[config.mk]
export PLATFORM = sky130hd
export DESIGN_NAME = mux2_arbiter
export DESIGN_NICKNAME = d
export VERILOG_FILES = /design/src/rtl/mux2_arbiter_pkg.sv /design/src/rtl/mux2_arbiter_mux2.sv /design/src/rtl/mux2_arbiter.sv
export SDC_FILE = /design/constraint.sdc
export NUM_CORES = 1
export LEC_CHECK = 0
export CORE_MARGIN = 5
export CORE_UTILIZATION = 40
export DETAILED_ROUTE_END_ITERATION = 8
export PLACE_DENSITY = 0.83
export SLEW_MARGIN = 20
export SYNTH_ARGS = -nofsm -noshare
export SYNTH_HDL_FRONTEND = slang
export SYNTH_SLANG_ARGS = --single-unit
[constraint.sdc]
create_clock -name clk -period 2.1 [get_ports clk]
set_clock_uncertainty 0.05 [all_clocks]
set_input_delay 0.42 -clock clk [delete_from_list [all_inputs] [get_ports clk]]
set_output_delay 0.42 -clock clk [all_outputs]
set_load 0.02 [all_outputs]
[src/rtl/mux2_arbiter_pkg.sv]
// mux2_arbiter_pkg
// Shared types and helpers for the two-requester mux arbiter.
//   arb_state_t     : arbiter FSM states (idle, owned by requester 0, owned by requester 1)
//   burst_cnt_width : bit width needed to count 0..max_burst without wrapping
package mux2_arbiter_pkg;

    typedef enum logic [1:0] {
        ARB_IDLE   = 2'd0,
        ARB_GRANT0 = 2'd1,
        ARB_GRANT1 = 2'd2
    } arb_state_t;

    function automatic int unsigned burst_cnt_width(input int unsigned max_burst);
        return $clog2(max_burst + 1);
    endfunction

endpackage

[src/rtl/mux2_arbiter_mux2.sv]
// mux2
// Single-bit 2:1 multiplexer, the datapath cell replicated by mux2_arbiter.
// Ports:
//   d0  : in  data selected when sel = 0
//   d1  : in  data selected when sel = 1
//   sel : in  select
//   z   : out selected data
module mux2 (
    input  logic d0,
    input  logic d1,
    input  logic sel,
    output logic z
);

    assign z = sel ? d1 : d0;

endmodule

[src/rtl/mux2_arbiter.sv]
// mux2_arbiter
// Shares one WIDTH-bit 2:1 mux between two requesters using round-robin arbitration
// with bounded bursts: the owner keeps the mux for up to MAX_BURST accepted transfers,
// then yields if the other side is waiting. Downstream sees a valid/ready port.
// Ports:
//   clk       : in  rising-edge clock
//   reset     : in  synchronous active-high reset
//   req0/d0   : in  requester 0 request and data
//   req1/d1   : in  requester 1 request and data
//   out_ready : in  downstream accepts data this cycle
//   out_valid : out out_data is valid
//   out_data  : out muxed data
//   sel       : out registered mux select (0 = d0, 1 = d1)
//   grant     : out one-hot owner, 2'b00 when idle
//   ack0/ack1 : out transfer accepted for requester 0/1 this cycle
module mux2_arbiter #(
    parameter int unsigned WIDTH     = 8,
    parameter int unsigned MAX_BURST = 4
) (
    input  logic             clk,
    input  logic             reset,
    input  logic             req0,
    input  logic [WIDTH-1:0] d0,
    input  logic             req1,
    input  logic [WIDTH-1:0] d1,
    input  logic             out_ready,
    output logic             out_valid,
    output logic [WIDTH-1:0] out_data,
    output logic             sel,
    output logic [1:0]       grant,
    output logic             ack0,
    output logic             ack1
);

    import mux2_arbiter_pkg::*;

    localparam int unsigned     CntW    = burst_cnt_width(MAX_BURST);
    // Count value at which the next transfer completes a full burst.
    localparam logic [CntW-1:0] CntLast = CntW'(MAX_BURST - 1);

    arb_state_t      r_state;
    arb_state_t      w_state_d;
    logic            r_sel;
    logic            w_sel_d;
    logic [CntW-1:0] r_cnt;
    logic [CntW-1:0] w_cnt_d;
    logic            r_last;
    logic            w_last_d;

    logic            w_own;
    logic            w_granted;
    logic            w_req_own;
    logic            w_req_oth;
    logic            w_valid;
    logic            w_xfer;
    logic [WIDTH-1:0] w_mux;

    always_comb begin
        w_state_d = r_state;
        w_sel_d   = r_sel;
        w_cnt_d   = r_cnt;
        w_last_d  = r_last;

        // w_own is the index of the current owner; only meaningful while granted.
        w_own     = (r_state == ARB_GRANT1);
        w_granted = (r_state != ARB_IDLE);
        w_req_own = w_own ? req1 : req0;
        w_req_oth = w_own ? req0 : req1;
        // Gated by reset so no transfer is offered or acknowledged in a reset cycle.
        w_valid   = w_granted & w_req_own & ~reset;
        w_xfer    = w_valid & out_ready;

        unique case (r_state)
            ARB_IDLE: begin
                w_cnt_d = '0;
                // On a tie, r_last = 1 means requester 1 was served last, so 0 wins.
                if (req0 && (!req1 || r_last)) begin
                    w_state_d = ARB_GRANT0;
                    w_sel_d   = 1'b0;
                end else if (req1) begin
                    w_state_d = ARB_GRANT1;
                    w_sel_d   = 1'b1;
                end
            end
            ARB_GRANT0, ARB_GRANT1: begin
                if (!w_req_own) begin
                    w_cnt_d = '0;
                    if (w_req_oth) begin
                        w_state_d = w_own ? ARB_GRANT0 : ARB_GRANT1;
                        w_sel_d   = ~w_own;
                    end else begin
                        w_state_d = ARB_IDLE;
                    end
                end else if (w_xfer) begin
                    w_last_d = w_own;
                    if (r_cnt == CntLast) begin
                        // Burst complete: hand over if contended, else restart the burst.
                        w_cnt_d = '0;
                        if (w_req_oth) begin
                            w_state_d = w_own ? ARB_GRANT0 : ARB_GRANT1;
                            w_sel_d   = ~w_own;
                        end
                    end else begin
                        w_cnt_d = r_cnt + 1'b1;
                    end
                end
            end
            default: begin
                w_state_d = ARB_IDLE;
                w_cnt_d   = '0;
            end
        endcase
    end

    always_ff @(posedge clk) begin
        if (reset) begin
            r_state <= ARB_IDLE;
            r_sel   <= 1'b0;
            r_cnt   <= '0;
            r_last  <= 1'b1;
        end else begin
            r_state <= w_state_d;
            r_sel   <= w_sel_d;
            r_cnt   <= w_cnt_d;
            r_last  <= w_last_d;
        end
    end

    for (genvar i = 0; i < int'(WIDTH); i++) begin : g_mux
        mux2 u_mux2 (
            .d0  (d0[i]),
            .d1  (d1[i]),
            .sel (r_sel),
            .z   (w_mux[i])
        );
    end

    assign out_valid = w_valid;
    assign out_data  = w_mux;
    assign sel       = r_sel;
    assign grant     = {r_state == ARB_GRANT1, r_state == ARB_GRANT0};
    assign ack0      = w_xfer & ~w_own;
    assign ack1      = w_xfer & w_own;

endmodule

==> results_dict.tcl <==
set metrics [dict create \
    hold_start "r_cnt[2]$_SDFFE_PP0N_" \
    gp_congestion 0.7364 \
    grt_antenna_before_repair 0 \
    clk_pin_slew_ns 0.06 \
    dp_slack_ns -0.4046 \
    cp.arrival_ns 1.61 \
    syn-num-nets 112 \
    hpwl_microns 1575 \
    drive_gt1_share_pct 30.33 \
    synth_warnings 0 \
    critPathSlowestCell "dfxtp_2" \
    vdd_drop_max_mv 0.7666 \
    crit_fanout 3 \
    synth_seq_cells 7 \
    drtPass1Iterations 4 \
    status "completed" \
    grt_pass1_wl_microns 2946 \
    n_fill_cell 150 \
    setup_tns_ns 0 \
    synth.top_cell.area_share_pct 18.98 \
    grt_pass1_vias 685 \
    clk_path_buf_depth 2 \
    rsz0062_at_grt "true" \
    num_rows 15 \
    startpoint_type "flop" \
    clock.fmax_ghz 0.4817 \
    vias_per_cell 4.864 \
    nNetsFinal 149 \
    timing.rr.end "r_state[0]$_SDFFE_PP0P_" \
    max_slew_margin_pct 84.01 \
    port-buffer-count 34 \
    dieArea_sq_um 2805 \
    numCtsBuffers 3 \
    diodes 0 \
    avgRoutedWirePerCell_microns 12.74 \
    hold_viol 0 \
    cp-end-kind "output pin" \
    fin_crit_sh_pct 98.86 \
    cp_num_buf_inv 2 \
    synthTopCellsByCount "buf_4 (10), mux2_2 (8), dfxtp_1 (7), nor2_1 (7)" \
    crit_path_max_incr_delay_ns 0.33 \
    grt_max_degree 11 \
    synth_edf_count 0 \
    p_leak_nw 0.5356 \
    power.density_nw_per_um2 941.9 \
    grtUsageTotal_pct 14.04 \
    rr_worst_depth 8 \
    routed_wl_microns 1873 \
    synthFlopType "dfxtp_1" \
    hold_end "r_cnt[2]$_SDFFE_PP0N_" \
    grt_overflow_total 0 \
    vias 715 \
    cp.depth 6 \
    setup_ws_ns 0.02403 \
    coreArea_sq_um 1745 \
    whs_path_depth 2 \
    yosysSeqAreaShare_pct 18.98 \
    netlist_area_sq_um 738.2 \
    h-tree-depth 1 \
    slew_viol_final 0 \
    yosys.area.top_type "dfxtp_1" \
    cts-root-buf "clkbuf_4" \
    setup_viol 0 \
    regArea_sq_um 145.1 \
    async_flop_share_pct 0 \
    die_height_microns 52.96 \
    yosysMostFrequentCell "buf_4" \
    drt-initial-drc-count 9 \
    cap_viol_max_count 0 \
    ys_types 34 \
    cts_tree "built" \
    multi_input_area_sq_um 496.7 \
    insertion_delay_ns 0.25 \
    tightest_slew_ns 0.2388 \
    reg2reg_setup_slack_ns 0.13 \
    crit_chain "inv_2 -> ha_4 -> mux2i_4 -> nor4b_4 -> and2_1 -> buf_6" \
    clock-sinks 7 \
    antenna_left 0 \
    drc 0 \
    die_w_microns 52.96 \
    synth_cells 86 \
    syn_area_per_cell_sq_um 8.584 \
    yosys-top-cells-area "dfxtp_1 (19%), mux2_2 (12%), buf_4 (10%), ha_1 (8.5%), mux2i_1 (4.1%)" \
    crit_family "simple AND/OR/NAND/NOR gates" \
    min_period_ns 2.076 \
    io_pins 35 \
    path_class "flop to output pin" \
    syn_to_final_growth_pct 59.49 \
    hp-class "flop to flop" \
    start_util_pct 42.29 \
    cts_setup_buffers 0 \
    ctsHoldBuffers 0 \
    total_power_mw 1.109 \
    cp.required_ns 1.63 \
    r2r-start "r_state[0]$_SDFFE_PP0P_" \
]
[worst min-delay path, stage by stage (launching register included)]
cell and delay [ns]:
dfxtp_1 0.30, inv_1 0.08, a211oi_1 0.05
[routing by layer]
| metal | GRT usage, % | wire length (microns) | vias up |
|---|---|---|---|
| met5 | 0 | 0 | - |
| met4 | 3.830 | 0 | 0 |
| met3 | 3.099 | 61 | 0 |
| met2 | 26.03 | 1091 | 10 |
| met1 | 15.85 | 720 | 335 |
| li1 | - | - | 370 |
[repair_timing]
item                       4_1_cts  5_1_grt
setup endpoints to repair       12       10
hold endpoints to repair         0        0
pin swaps                        1        2
gates resized for setup         19       18
[per-stage QoR]
step / util (%) / cell area [sq um] / cells / hold slack [ns]
final: 67.46 / 1177 / 147 / 0.4143
after global routing: 67.46 / 1177 / 147 / 0.4477
after CTS: 64.16 / 1120 / 147 / 0.4161
after detailed placement: 63.37 / 1106 / 143 / 0.4070
after global placement: 63.37 / 1106 / 143 / 0.4082
after floorplan: - / 738.2 / 86 / 0.3874
[layout by cell type (no fill, tap or decap), types with 2 or more instances in the layout]
master / count
clkdlybuf4s50_1: 20
buf_4: 14
mux2_2: 8
dlymetal6s2s_1: 8
nor2_1: 7
dfxtp_1: 5
inv_1: 4
nand2b_1: 4
a21oi_1: 4
mux2i_1: 3
ha_1: 3
clkbuf_4: 3
dlygate4sd2_1: 3
and2_1: 2
nand2_1: 2
a211oi_1: 2
a31oi_1: 2
buf_6: 2
[worst max path at each step]
stage                            startpoint    to  slack (ns)
global route        r_state[0]$_SDFFE_PP0P_  ack1       -0.06
detailed placement                     req1  ack0       -0.40
CTS                 r_state[0]$_SDFFE_PP0P_  ack1       0.002
floorplan           r_state[0]$_SDFFE_PP0P_  ack0        0.07
global placement                       req0  ack1       -0.38
finish              r_state[0]$_SDFFE_PP0P_  ack1        0.02
[cell type report]
| type | count | area share (%) |
|---|---|---|
| Clock buffer | 4 | 2.232 |
| Timing Repair Buffer | 48 | 39.00 |
| Sequential cell | 7 | 12.33 |
| Tap cell | 25 | 2.657 |
| Inverter | 5 | 1.594 |
| Multi-Input combinational cell | 58 | 42.19 |
[power breakdown]
group	internal, mW	switching (mW)	total [mW]
logic	0.426	0.359	0.785
registers	0.163	0.0326	0.196
clock network	0.0728	0.0547	0.128
[flip-flops by register name (all words and copies together), names as in the netlist]
signal / flops
sel: 1
r_state: 2
r_last: 1
r_cnt: 3
[kinds of logic after synthesis]
| family | count (synthesis) | synth area share (%) |
|---|---|---|
| AND/OR/NAND/NOR | 25 | 21.02 |
| adder cells (fa/ha/maj) | 5 | 8.475 |
| AO/OA/AOI/OAI | 15 | 14.58 |
| buffers and inverters | 21 | 17.29 |
| multiplexers | 13 | 19.66 |
| flip-flops | 7 | 18.98 |
No activity file was read; power rests on OpenSTA's default activity.
